### config.mk
export PLATFORM = sky130hd
export DESIGN_NAME = jtag_shift_master_flat
export DESIGN_NICKNAME = d
export VERILOG_FILES = /design/src/rtl/jtag_master_pkg.sv /design/src/rtl/jtag_shift_master_if.sv /design/src/rtl/jtag_tck_gen.sv /design/src/rtl/jtag_shift_master.sv /design/src/flat_wrapper.sv
export SDC_FILE = /design/constraint.sdc
export NUM_CORES = 1
export LEC_CHECK = 0
export BUFFER_PORTS_ARGS = -buffer_cell sky130_fd_sc_hd__buf_2
export CAP_MARGIN = 20
export CORE_ASPECT_RATIO = 0.5
export CORE_UTILIZATION = 25
export DETAILED_ROUTE_END_ITERATION = 12
export SLEW_MARGIN = 20
export SYNTH_ARGS = -nofsm -noshare
export SYNTH_HDL_FRONTEND = slang
export SYNTH_SLANG_ARGS = --single-unit
### constraint.sdc
create_clock -name clk -period 4.86 [get_ports clk]
set_input_delay 0.972 -clock clk [delete_from_list [all_inputs] [get_ports clk]]
set_output_delay 0.972 -clock clk [all_outputs]
set_load 0.02 [all_outputs]
### src/rtl/jtag_master_pkg.sv
// Shared types and TAP navigation constants for the JTAG shift master.
package jtag_master_pkg;

  typedef enum logic [2:0] {
    INIT,
    IDLE,
    PRE,
    SHIFT,
    POST,
    RESP
  } jm_state_e;

  localparam int unsigned SEQ_W      = 3;
  localparam int unsigned TLR_TCKS   = 5;
  localparam int unsigned DR_PRE_LEN = 3;
  localparam int unsigned IR_PRE_LEN = 4;
  localparam int unsigned POST_LEN   = 2;

  // TMS sequences, bit 0 goes out first.
  localparam logic [3:0] DR_PRE_TMS = 4'b0001;  // 1,0,0   Idle -> Shift-DR
  localparam logic [3:0] IR_PRE_TMS = 4'b0011;  // 1,1,0,0 Idle -> Shift-IR
  localparam logic [1:0] POST_TMS   = 2'b01;    // 1,0     Exit1 -> Update -> Idle

  function automatic logic pre_tms(input logic ir, input logic [1:0] idx);
    return ir ? IR_PRE_TMS[idx] : DR_PRE_TMS[idx];
  endfunction

  function automatic logic [SEQ_W-1:0] pre_last(input logic ir);
    return ir ? SEQ_W'(IR_PRE_LEN - 1) : SEQ_W'(DR_PRE_LEN - 1);
  endfunction

endpackage

### src/rtl/jtag_shift_master_if.sv
// Command/response bus of jtag_shift_master; cmd_tlr exists only with JTAG_MASTER_TLR_CMD_EN.
interface jtag_shift_master_if #(
  parameter int unsigned MAX_LEN = 32,
  localparam int unsigned LEN_W  = $clog2(MAX_LEN + 1)
);
  logic               cmd_valid;
  logic               cmd_ready;
  logic               cmd_ir;
  logic [LEN_W-1:0]   cmd_len;
  logic [MAX_LEN-1:0] cmd_data;
`ifdef JTAG_MASTER_TLR_CMD_EN
  logic               cmd_tlr;
`endif
  logic               rsp_valid;
  logic               rsp_ready;
  logic [MAX_LEN-1:0] rsp_data;
  logic               busy;

`ifdef JTAG_MASTER_TLR_CMD_EN
  modport master (output cmd_valid, cmd_ir, cmd_len, cmd_data, cmd_tlr, rsp_ready,
                  input  cmd_ready, rsp_valid, rsp_data, busy);
  modport slave  (input  cmd_valid, cmd_ir, cmd_len, cmd_data, cmd_tlr, rsp_ready,
                  output cmd_ready, rsp_valid, rsp_data, busy);
`else
  modport master (output cmd_valid, cmd_ir, cmd_len, cmd_data, rsp_ready,
                  input  cmd_ready, rsp_valid, rsp_data, busy);
  modport slave  (input  cmd_valid, cmd_ir, cmd_len, cmd_data, rsp_ready,
                  output cmd_ready, rsp_valid, rsp_data, busy);
`endif

endinterface

### src/rtl/jtag_tck_gen.sv
// TCK generator: half-period of TCK_DIV clk cycles, low half first, parked low while en=0.
module jtag_tck_gen #(
  parameter int unsigned TCK_DIV = 2
) (
  input  logic clk,
  input  logic reset,
  input  logic en,
  output logic tck,
  output logic fall_stb,
  output logic rise_stb
);
  localparam int unsigned CNT_W = (TCK_DIV > 1) ? $clog2(TCK_DIV) : 1;

  logic [CNT_W-1:0] cnt_q;
  logic             toggle;

  // Strobes are high in the cycle whose closing edge flips tck.
  assign toggle   = en && (cnt_q == CNT_W'(TCK_DIV - 1));
  assign rise_stb = toggle && !tck;
  assign fall_stb = toggle && tck;

  always_ff @(posedge clk) begin
    if (!reset || !en) begin
      cnt_q <= '0;
      tck   <= 1'b0;
    end else if (toggle) begin
      cnt_q <= '0;
      tck   <= ~tck;
    end else begin
      cnt_q <= cnt_q + CNT_W'(1);
    end
  end

endmodule

### src/rtl/jtag_shift_master.sv
// JTAG bit-bang master: walks the TAP from Run-Test/Idle through one IR/DR shift and back.
// Optional macro JTAG_MASTER_TLR_CMD_EN adds a TAP-reset command (cmd_tlr).
module jtag_shift_master
  import jtag_master_pkg::*;
#(
  parameter int unsigned MAX_LEN = 32,
  parameter int unsigned TCK_DIV = 2,
  localparam int unsigned LEN_W  = $clog2(MAX_LEN + 1)
) (
  input  logic                 clk,
  input  logic                 reset,
  jtag_shift_master_if.slave   bus,
  output logic                 tck,
  output logic                 tms,
  output logic                 tdi,
  input  logic                 tdo
);

  jm_state_e          state_q, state_d;
  logic [SEQ_W-1:0]   seq_q, seq_d, seq_nxt;
  logic [LEN_W-1:0]   bit_q, bit_d;
  logic [LEN_W-1:0]   len_q, len_d;
  logic               ir_q, ir_d;
  logic               tlr_q, tlr_d;
  logic [MAX_LEN-1:0] data_q, data_d, data_shr;
  logic [MAX_LEN-1:0] rsp_q, rsp_d;
  logic               tms_q, tms_d;
  logic               tdi_q, tdi_d;
  logic               tck_en, fall_stb, rise_stb;

  assign tck_en   = (state_q == INIT) || (state_q == PRE) ||
                    (state_q == SHIFT) || (state_q == POST);
  assign seq_nxt  = seq_q + SEQ_W'(1);
  assign data_shr = data_q >> 1;

  jtag_tck_gen #(.TCK_DIV(TCK_DIV)) u_tck_gen (
    .clk      (clk),
    .reset    (reset),
    .en       (tck_en),
    .tck      (tck),
    .fall_stb (fall_stb),
    .rise_stb (rise_stb)
  );

  always_ff @(posedge clk) begin
    if (!reset) begin
      state_q <= INIT;
      seq_q   <= '0;
      bit_q   <= '0;
      len_q   <= '0;
      ir_q    <= 1'b0;
      tlr_q   <= 1'b0;
      data_q  <= '0;
      rsp_q   <= '0;
      tms_q   <= 1'b1;
      tdi_q   <= 1'b0;
    end else begin
      state_q <= state_d;
      seq_q   <= seq_d;
      bit_q   <= bit_d;
      len_q   <= len_d;
      ir_q    <= ir_d;
      tlr_q   <= tlr_d;
      data_q  <= data_d;
      rsp_q   <= rsp_d;
      tms_q   <= tms_d;
      tdi_q   <= tdi_d;
    end
  end

  // Each TCK's tms/tdi is set at the falling edge that ends the previous TCK;
  // the first TCK after IDLE gets its value at accept, while tck is parked low.
  always_comb begin
    state_d = state_q;
    seq_d   = seq_q;
    bit_d   = bit_q;
    len_d   = len_q;
    ir_d    = ir_q;
    tlr_d   = tlr_q;
    data_d  = data_q;
    rsp_d   = rsp_q;
    tms_d   = tms_q;
    tdi_d   = tdi_q;
    unique case (state_q)
      INIT: begin
        if (fall_stb) begin
          if (seq_q == SEQ_W'(TLR_TCKS)) begin
            state_d = tlr_q ? RESP : IDLE;
            seq_d   = '0;
            tlr_d   = 1'b0;
          end else begin
            seq_d = seq_nxt;
            tms_d = (seq_q != SEQ_W'(TLR_TCKS - 1));
          end
        end
      end
      IDLE: begin
        if (bus.cmd_valid) begin
          rsp_d = '0;
          seq_d = '0;
          bit_d = '0;
`ifdef JTAG_MASTER_TLR_CMD_EN
          if (bus.cmd_tlr) begin
            tlr_d   = 1'b1;
            tms_d   = 1'b1;
            state_d = INIT;
          end else
`endif
          if (bus.cmd_len == '0) begin
            state_d = RESP;
          end else begin
            ir_d    = bus.cmd_ir;
            len_d   = (bus.cmd_len > LEN_W'(MAX_LEN)) ? LEN_W'(MAX_LEN) : bus.cmd_len;
            data_d  = bus.cmd_data;
            tms_d   = 1'b1;
            state_d = PRE;
          end
        end
      end
      PRE: begin
        if (fall_stb) begin
          if (seq_q == pre_last(ir_q)) begin
            state_d = SHIFT;
            seq_d   = '0;
            bit_d   = '0;
            tdi_d   = data_q[0];
            tms_d   = (len_q == LEN_W'(1));
          end else begin
            seq_d = seq_nxt;
            tms_d = pre_tms(ir_q, seq_nxt[1:0]);
          end
        end
      end
      SHIFT: begin
        if (rise_stb) begin
          for (int unsigned i = 0; i < MAX_LEN; i++) begin
            if (bit_q == LEN_W'(i)) rsp_d[i] = tdo;
          end
        end
        if (fall_stb) begin
          if (bit_q == len_q - LEN_W'(1)) begin
            state_d = POST;
            seq_d   = '0;
            tms_d   = POST_TMS[0];
            tdi_d   = 1'b0;
          end else begin
            bit_d  = bit_q + LEN_W'(1);
            data_d = data_shr;
            tdi_d  = data_shr[0];
            tms_d  = (bit_q + LEN_W'(1) == len_q - LEN_W'(1));
          end
        end
      end
      POST: begin
        if (fall_stb) begin
          if (seq_q == SEQ_W'(POST_LEN - 1)) begin
            state_d = RESP;
            seq_d   = '0;
          end else begin
            seq_d = seq_nxt;
            tms_d = POST_TMS[seq_nxt[0]];
          end
        end
      end
      RESP: begin
        if (bus.rsp_ready) state_d = IDLE;
      end
      default: state_d = INIT;
    endcase
  end

  assign bus.cmd_ready = (state_q == IDLE);
  assign bus.rsp_valid = (state_q == RESP);
  assign bus.busy      = (state_q != IDLE) && (state_q != RESP);
  assign bus.rsp_data  = rsp_q;
  assign tms           = tms_q;
  assign tdi           = tdi_q;

endmodule

### src/flat_wrapper.sv
// flat-port wrapper written by rule: the top's interface ports become plain ports
module jtag_shift_master_flat import jtag_master_pkg::*;
#(
  parameter int unsigned MAX_LEN = 32,
  parameter int unsigned TCK_DIV = 2,
  localparam int unsigned LEN_W  = $clog2(MAX_LEN + 1)
)
  (clk, reset, tck, tms, tdi, tdo, bus_cmd_valid, bus_cmd_ir, bus_cmd_len, bus_cmd_data, bus_rsp_ready, bus_cmd_ready, bus_rsp_valid, bus_rsp_data, bus_busy);
  jtag_shift_master_if #(.MAX_LEN(MAX_LEN)) bus_i ();
  input  logic clk;
  input  logic reset;
  output logic tck;
  output logic tms;
  output logic tdi;
  input  logic tdo;
  input wire logic [$bits(bus_i.cmd_valid)-1:0] bus_cmd_valid;
  input wire logic [$bits(bus_i.cmd_ir)-1:0] bus_cmd_ir;
  input wire logic [$bits(bus_i.cmd_len)-1:0] bus_cmd_len;
  input wire logic [$bits(bus_i.cmd_data)-1:0] bus_cmd_data;
  input wire logic [$bits(bus_i.rsp_ready)-1:0] bus_rsp_ready;
  output wire logic [$bits(bus_i.cmd_ready)-1:0] bus_cmd_ready;
  output wire logic [$bits(bus_i.rsp_valid)-1:0] bus_rsp_valid;
  output wire logic [$bits(bus_i.rsp_data)-1:0] bus_rsp_data;
  output wire logic [$bits(bus_i.busy)-1:0] bus_busy;
  assign bus_i.cmd_valid = bus_cmd_valid;
  assign bus_i.cmd_ir = bus_cmd_ir;
  assign bus_i.cmd_len = bus_cmd_len;
  assign bus_i.cmd_data = bus_cmd_data;
  assign bus_i.rsp_ready = bus_rsp_ready;
  assign bus_cmd_ready = bus_i.cmd_ready;
  assign bus_rsp_valid = bus_i.rsp_valid;
  assign bus_rsp_data = bus_i.rsp_data;
  assign bus_busy = bus_i.busy;
  jtag_shift_master #(.MAX_LEN(MAX_LEN), .TCK_DIV(TCK_DIV)) u_core (.clk(clk), .reset(reset), .bus(bus_i), .tck(tck), .tms(tms), .tdi(tdi), .tdo(tdo));
endmodule
==> results.tsv, run 1 <==
metric	value	unit
status	complete, no violations	
rrSetupSlack	1.86	ns
io_buffers	81	
cp_data_arrival_time	3.28	ns
holdWs	0.454	ns
period_share	0.617	
peakVddDrop	0.144	mV
slew_violations	0	
drive_above_1_share	0.169	
r2r_start	u_core.len_q[0]	
cts-root-buf	clkbuf_16	
grt_pass1_wl	22100	µm
drt_wl_total	13600	µm
end_kind	flip-flop	
clockBufferDepth	2	
synthDistinctLibCells	54	
synth_top_family_by_area	compound AO/OA/AOI/OAI gates	
dr.pass1.iters	6	
fmax	334	MHz
finClkSkew	0.0102	ns
slew_headroom	0.422	
coreArea	0.0195	mm²
hold_viol	0	
die_h	102	µm
hold_path_class	flip-flop to flip-flop	
antenna_cells	0	
async_reset_ff_frac	0	
cp-start-kind	flip-flop	
tns	0	ns
ios	82	
rows	36	
r2r_end	u_core.data_q[30]	
cts_tree	yes	
rsz0062_at_grt	no	
synth.avg_cell_area	8.07	µm²
fill_cells	2072	
crit_start	u_core.len_q[0]	
synth_edf_count	0	
cap_violations	0	
final_net_count	724	
layout_min_cycle_time	3.00	ns
synth-compound-area-share	0.257	
crit_end	u_core.data_q[30]	
drtIter0Drc	374	
final_common_cell	nand2_1	
synth_top_area_cell	dfxtp_1	
syn_inst	620	
yosys.area.top_type_share	0.348	
mappedNetlistArea	0.00500	mm²
drt-wirelength-per-cell	14.4	µm
finalSetupViolations	0	
viasPerCell	4.89	
drc_errors	0	
htreeDepth	3	
p_leak	2.66	nW
powerDensity	257	mW/mm²
synthAdderAreaFrac	0.0250	
cts-resized-gates	0	
ys_warn_count	0	
ff2ff_path_depth	9	
antenna_found_initial	0	
place.gp.congestion	0.865	
die_x	202	µm
synthTopCellsByArea	dfxtp_1, nand2_1, mux2i_1	
synthMuxAreaShare	0.0743	
start_util	0.256	
dp_hpwl	9530	µm
synth_ff_type	dfxtp_1	
ys_ff_latch	87	
final_cell_mix	nand2_1, dfxtp_1, buf_2, o21ai_0, a21boi_0	
cts_buffers	9	
cts.sinks	87	
grt_max_degree	54	
grt_use_total	0.132	
grt_overflow	0	
final_core_util	0.302	
cts_setup_buffers	0	
die-area	0.0206	mm²
vias	4601	
synth-seq-area-share	0.348	
ant_nets	0	
worst_slew_pin_slew	0.860	ns
worstSetupPathType	flip-flop to flip-flop	
synth_xor_xnor_area_share	0.0338	
clkLatencyLatePin	0.34	ns
area_delta_synth_final	17.9	%
syn_nets	674	
worstPathRequired	5.14	ns
cts-hold-fix-buffers	0	
crit_fanout	33	
grt_pass1_vias	4248	
path_clk_slew	0.07	ns
synth-simple-area-share	0.211	
## synth_stat cells, types with 2 or more instances
| cell | count |
|---|---|
| nor3_1 | 4 |
| nand3b_1 | 7 |
| nor2_1 | 26 |
| a32oi_1 | 2 |
| xor2_1 | 3 |
| o211a_1 | 31 |
| a21boi_0 | 39 |
| o31ai_1 | 5 |
| a21oi_1 | 14 |
| buf_2 | 4 |
| nor3b_1 | 2 |
| ha_1 | 10 |
| nand3_1 | 37 |
| o2bb2ai_1 | 2 |
| inv_1 | 11 |
| nand4_1 | 5 |
| o21ai_0 | 72 |
| xnor2_1 | 11 |
| nor4_1 | 3 |
| and2_1 | 6 |
| nand2_1 | 109 |
| a31oi_1 | 3 |
| mux2i_1 | 36 |
| o21ai_1 | 2 |
| dfxtp_1 | 87 |
| buf_6 | 4 |
| clkbuf_1 | 37 |
| nand2b_1 | 4 |
| and3_1 | 4 |
| o41ai_1 | 2 |
| o21a_1 | 2 |
| or4_1 | 3 |
| nor2b_1 | 9 |
| buf_1 | 3 |
| o211ai_1 | 2 |
## registers in the layout, summed over array words and instances, names as in the netlist
signal,cells
u_core.bus.rsp_data,32
u_core.data_q,32
u_core.bit_q,6
u_core.len_q,6
u_core.seq_q,3
u_core.state_q,3
u_core.ir_q,1
u_core.tdi,1
u_core.tms,1
u_core.u_tck_gen.cnt_q,1
u_core.u_tck_gen.tck,1
## routing by layer
layer,share of wire,track usage,up-vias
met2,0.45,0.215,86
met5,0,0,-
met4,0.0091,0.0274,0
met1,0.50,0.179,2200
li1,-,-,2306
met3,0.036,0.0284,9
## worst max-delay path, stage by stage, from the launching register on
cell	delay, ns
dfxtp_1	0.46
inv_1	0.08
ha_1	0.23
nor3b_1	0.16
xnor2_1	0.48
nor4_4	0.14
a211oi_4	0.26
buf_4	0.32
or2_2	0.58
o211a_1	0.22
## worst min path at each step
stage,from,end,slack [ns],cells after the start
global placement,u_core.data_q[31],u_core.data_q[31],0.44,2
global route,u_core.bus.rsp_data[5],u_core.bus.rsp_data[5],0.48,2
detailed placement,u_core.data_q[31],u_core.data_q[31],0.45,2
finish,u_core.data_q[31],u_core.data_q[31],0.45,2
floorplan,u_core.data_q[31],u_core.data_q[31],0.43,2
CTS,u_core.data_q[31],u_core.data_q[31],0.46,2
## logic make-up (layout without fill, tap and decap cells)
kind of cell / after synthesis / count (layout)
simple gates: 224 / 224
compound gates: 187 / 187
flops: 87 / 87
buf+inv: 59 / 114
mux: 37 / 37
xor+xnor: 16 / 16
fa+ha+maj: 10 / 10
## report_power, final
| part | switching (mW) | total (mW) | internal [mW] |
|---|---|---|---|
| registers | 0.00660 | 0.723 | 0.716 |
| logic | 0.0410 | 0.0749 | 0.0339 |
| clock network | 0.311 | 0.715 | 0.404 |
| total | 0.359 | 1.51 | 1.15 |
## stage by stage
stage | cells | setup slack, ns | instance area, µm² | power, mW
after floorplan | 620 | 2.54 | 5000 | 0.779
after global placement | 925 | 1.71 | 5590 | 0.813
after detailed placement | 925 | 1.58 | 5590 | 0.814
after CTS | 941 | 1.57 | 5900 | 1.53
after global routing | 941 | 1.65 | 5900 | 1.56
final | 941 | 1.86 | 5900 | 1.51
## layout make-up
class	count	area, µm²	area share
inverters	11	41.3	0.00700
repair buffers	87	450	0.0764
flip-flops and latches	87	1740	0.295
clock buffers	9	225	0.0382
well taps	266	333	0.0564
clock inverters	7	78.8	0.0134
multi-input cells	474	3030	0.513
(Power assumes the default switching activity.)
==> run 2: changes to the inputs <==
--- a/config.mk
+++ b/config.mk
@@ -5,6 +5,7 @@
 export SDC_FILE = /design/constraint.sdc
 export NUM_CORES = 1
 export LEC_CHECK = 0
+export ABC_AREA = 1
 export BUFFER_PORTS_ARGS = -buffer_cell sky130_fd_sc_hd__buf_2
 export CAP_MARGIN = 20
 export CORE_ASPECT_RATIO = 0.5
==> constraint.sdc (replaced) <==
create_clock -name clk -period 2.7 [get_ports clk]
set_input_delay 0.54 -clock clk [delete_from_list [all_inputs] [get_ports clk]]
set_output_delay 0.54 -clock clk [all_outputs]
set_load 0.02 [all_outputs]
==> run 2 against run 1 <==
  * Via count grew 9.5%
  * Die area shrank 0.64%
  * Sequential share of layout area down 0.35 points
  * Hold slack lost 0.0053 ns
  * Synthesized area down 0.65%
  * Power rose by 86%
  * Wire length decreased by 5.4%
  * Synthesized cell count up 30%
  * Setup slack got worse by 1.5 ns
  * Clock power rose by 93%
  * Clock-buffer cell count rose by 1
  * Largest cell class unchanged
==> results.tsv, run 2 <==
metric	value	unit
status	complete, no violations	
cap_violations	0	
drt-wirelength-per-cell	11.2	µm
synthDistinctLibCells	35	
start_util	0.255	
ant_nets	0	
final_net_count	928	
vias	5036	
ys_warn_count	0	
yosys.area.top_type_share	0.350	
rsz0062_at_grt	no	
cts_tree	yes	
synth_ff_type	dfxtp_1	
final_common_cell	nand2_1	
synth.avg_cell_area	6.16	µm²
fill_cells	2157	
finalSetupViolations	0	
grt_use_total	0.126	
mappedNetlistArea	0.00497	mm²
p_leak	2.90	nW
synthTopCellsByArea	dfxtp_1, nand2_1, nor2_1	
powerDensity	471	mW/mm²
syn_inst	807	
drc_errors	0	
slew_violations	0	
layout_min_cycle_time	2.34	ns
ios	82	
drt_wl_total	12800	µm
worstSetupPathType	flip-flop to flip-flop	
cp_data_arrival_time	2.58	ns
die_x	201	µm
synthMostInstantiatedCell	nand2_1	
tns	0	ns
grt_pass1_wl	21100	µm
path_clk_slew	0.07	ns
cp-start-kind	flip-flop	
cts-resized-gates	0	
dr.pass1.iters	5	
hold_path_class	primary input to flip-flop	
clockBufferDepth	2	
peakVddDrop	0.301	mV
synth-seq-area-share	0.350	
coreArea	0.0195	mm²
ys_ff_latch	87	
cts_setup_buffers	0	
area_delta_synth_final	20.1	%
async_reset_ff_frac	0	
die-area	0.0205	mm²
synth_edf_count	0	
antenna_found_initial	0	
fmax	427	MHz
clkLatencyLatePin	0.34	ns
period_share	0.868	
finClkSkew	0.00811	ns
slew_headroom	0.444	
synth_top_area_cell	dfxtp_1	
final_cell_mix	nand2_1, nor2_1, dfxtp_1, inv_1, buf_2	
antenna_cells	0	
cts-root-buf	clkbuf_16	
dp_hpwl	9360	µm
worstPathRequired	2.93	ns
worst_slew_pin_slew	0.834	ns
grt_max_degree	69	
end_kind	flip-flop	
place.gp.congestion	0.857	
viasPerCell	4.40	
p_total	2.81	mW
grt_pass1_vias	4496	
rows	36	
drtIter0Drc	207	
hold_viol	0	
io_buffers	81	
cts.sinks	87	
grt_overflow	0	
cts-hold-fix-buffers	0	
die_h	102	µm
crit_fanout	27	
cts_buffers	9	
syn_nets	861	
ys_top_cells_by_count	nand2_1, nor2_1, dfxtp_1, inv_1, o21ai_0	
htreeDepth	3	
drive_above_1_share	0.143	
run 2: final cells by class:
class | count | area, µm² | share of cell area
timing repair buffer | 92 | 513 | 0.0860
sequential | 87 | 1740 | 0.292
clock inverter | 6 | 91.3 | 0.0153
multi-input combinational | 598 | 2730 | 0.457
tap | 266 | 333 | 0.0558
clock buffer | 10 | 239 | 0.0400
inverter | 86 | 323 | 0.0541
run 2: kinds of logic after synthesis:
| group | Yosys count | synth area share |
|---|---|---|
| AO/OA/AOI/OAI | 138 | 0.151 |
| XOR/XNOR | 3 | 0.00529 |
| adder cells (fa/ha/maj) | 10 | 0.0252 |
| buffers and inverters | 122 | 0.101 |
| flip-flops | 87 | 0.350 |
| AND/OR/NAND/NOR | 447 | 0.367 |
run 2: critical path, cell delays in order (launching register included):
cell     delay, ns
dfxtp_1       0.37
inv_1         0.12
ha_1          0.28
inv_1         0.10
nand2_1       0.08
nand3_1       0.08
nand2_1       0.05
nor2_1        0.08
nand2_1       0.05
nor2_1        0.15
nand3_1       0.22
nand3_4       0.32
buf_12        0.20
nand2_1       0.05
nand2_1       0.05
nor2_1        0.04
run 2: stage by stage:
stage                     std cells   util  instance area, µm²  hold slack [ns]  worst slack (ns)
final                          1145  0.307                5970            0.449             0.356
after global routing           1145  0.307                5970            0.450           0.00668
after CTS                      1145  0.307                5970            0.436             0.319
after detailed placement       1129  0.290                5640            0.463             0.327
after global placement         1129  0.290                5640            0.454             0.435
after floorplan                 807      -                4970            0.447             0.772
run 2: power by group:
group	internal, mW	leakage (nW)	switching, mW
Sequential	1.29	0.701	0.00716
Combinational	0.0540	2.05	0.0788
Clock	0.840	0.151	0.545
run 2: routing by layer:
layer  vias up  global-route usage  routed length [µm]
met5         -                   0                   0
met1      2219               0.161                6340
met3        11              0.0338                 530
met2       109               0.214                5860
met4         0              0.0291                 113
li1       2697                   -                   -
run 2: final timing paths:
kind	start	endpoint	slack [ns]	cells after the start
max	u_core.len_q[0]	u_core.data_q[22]	0.36	15
min	bus_cmd_len[3]	u_core.len_q[3]	0.45	3
max reg2reg	u_core.len_q[0]	u_core.data_q[22]	0.36	15
min reg2reg	u_core.bus.rsp_data[0]	u_core.bus.rsp_data[0]	0.47	2
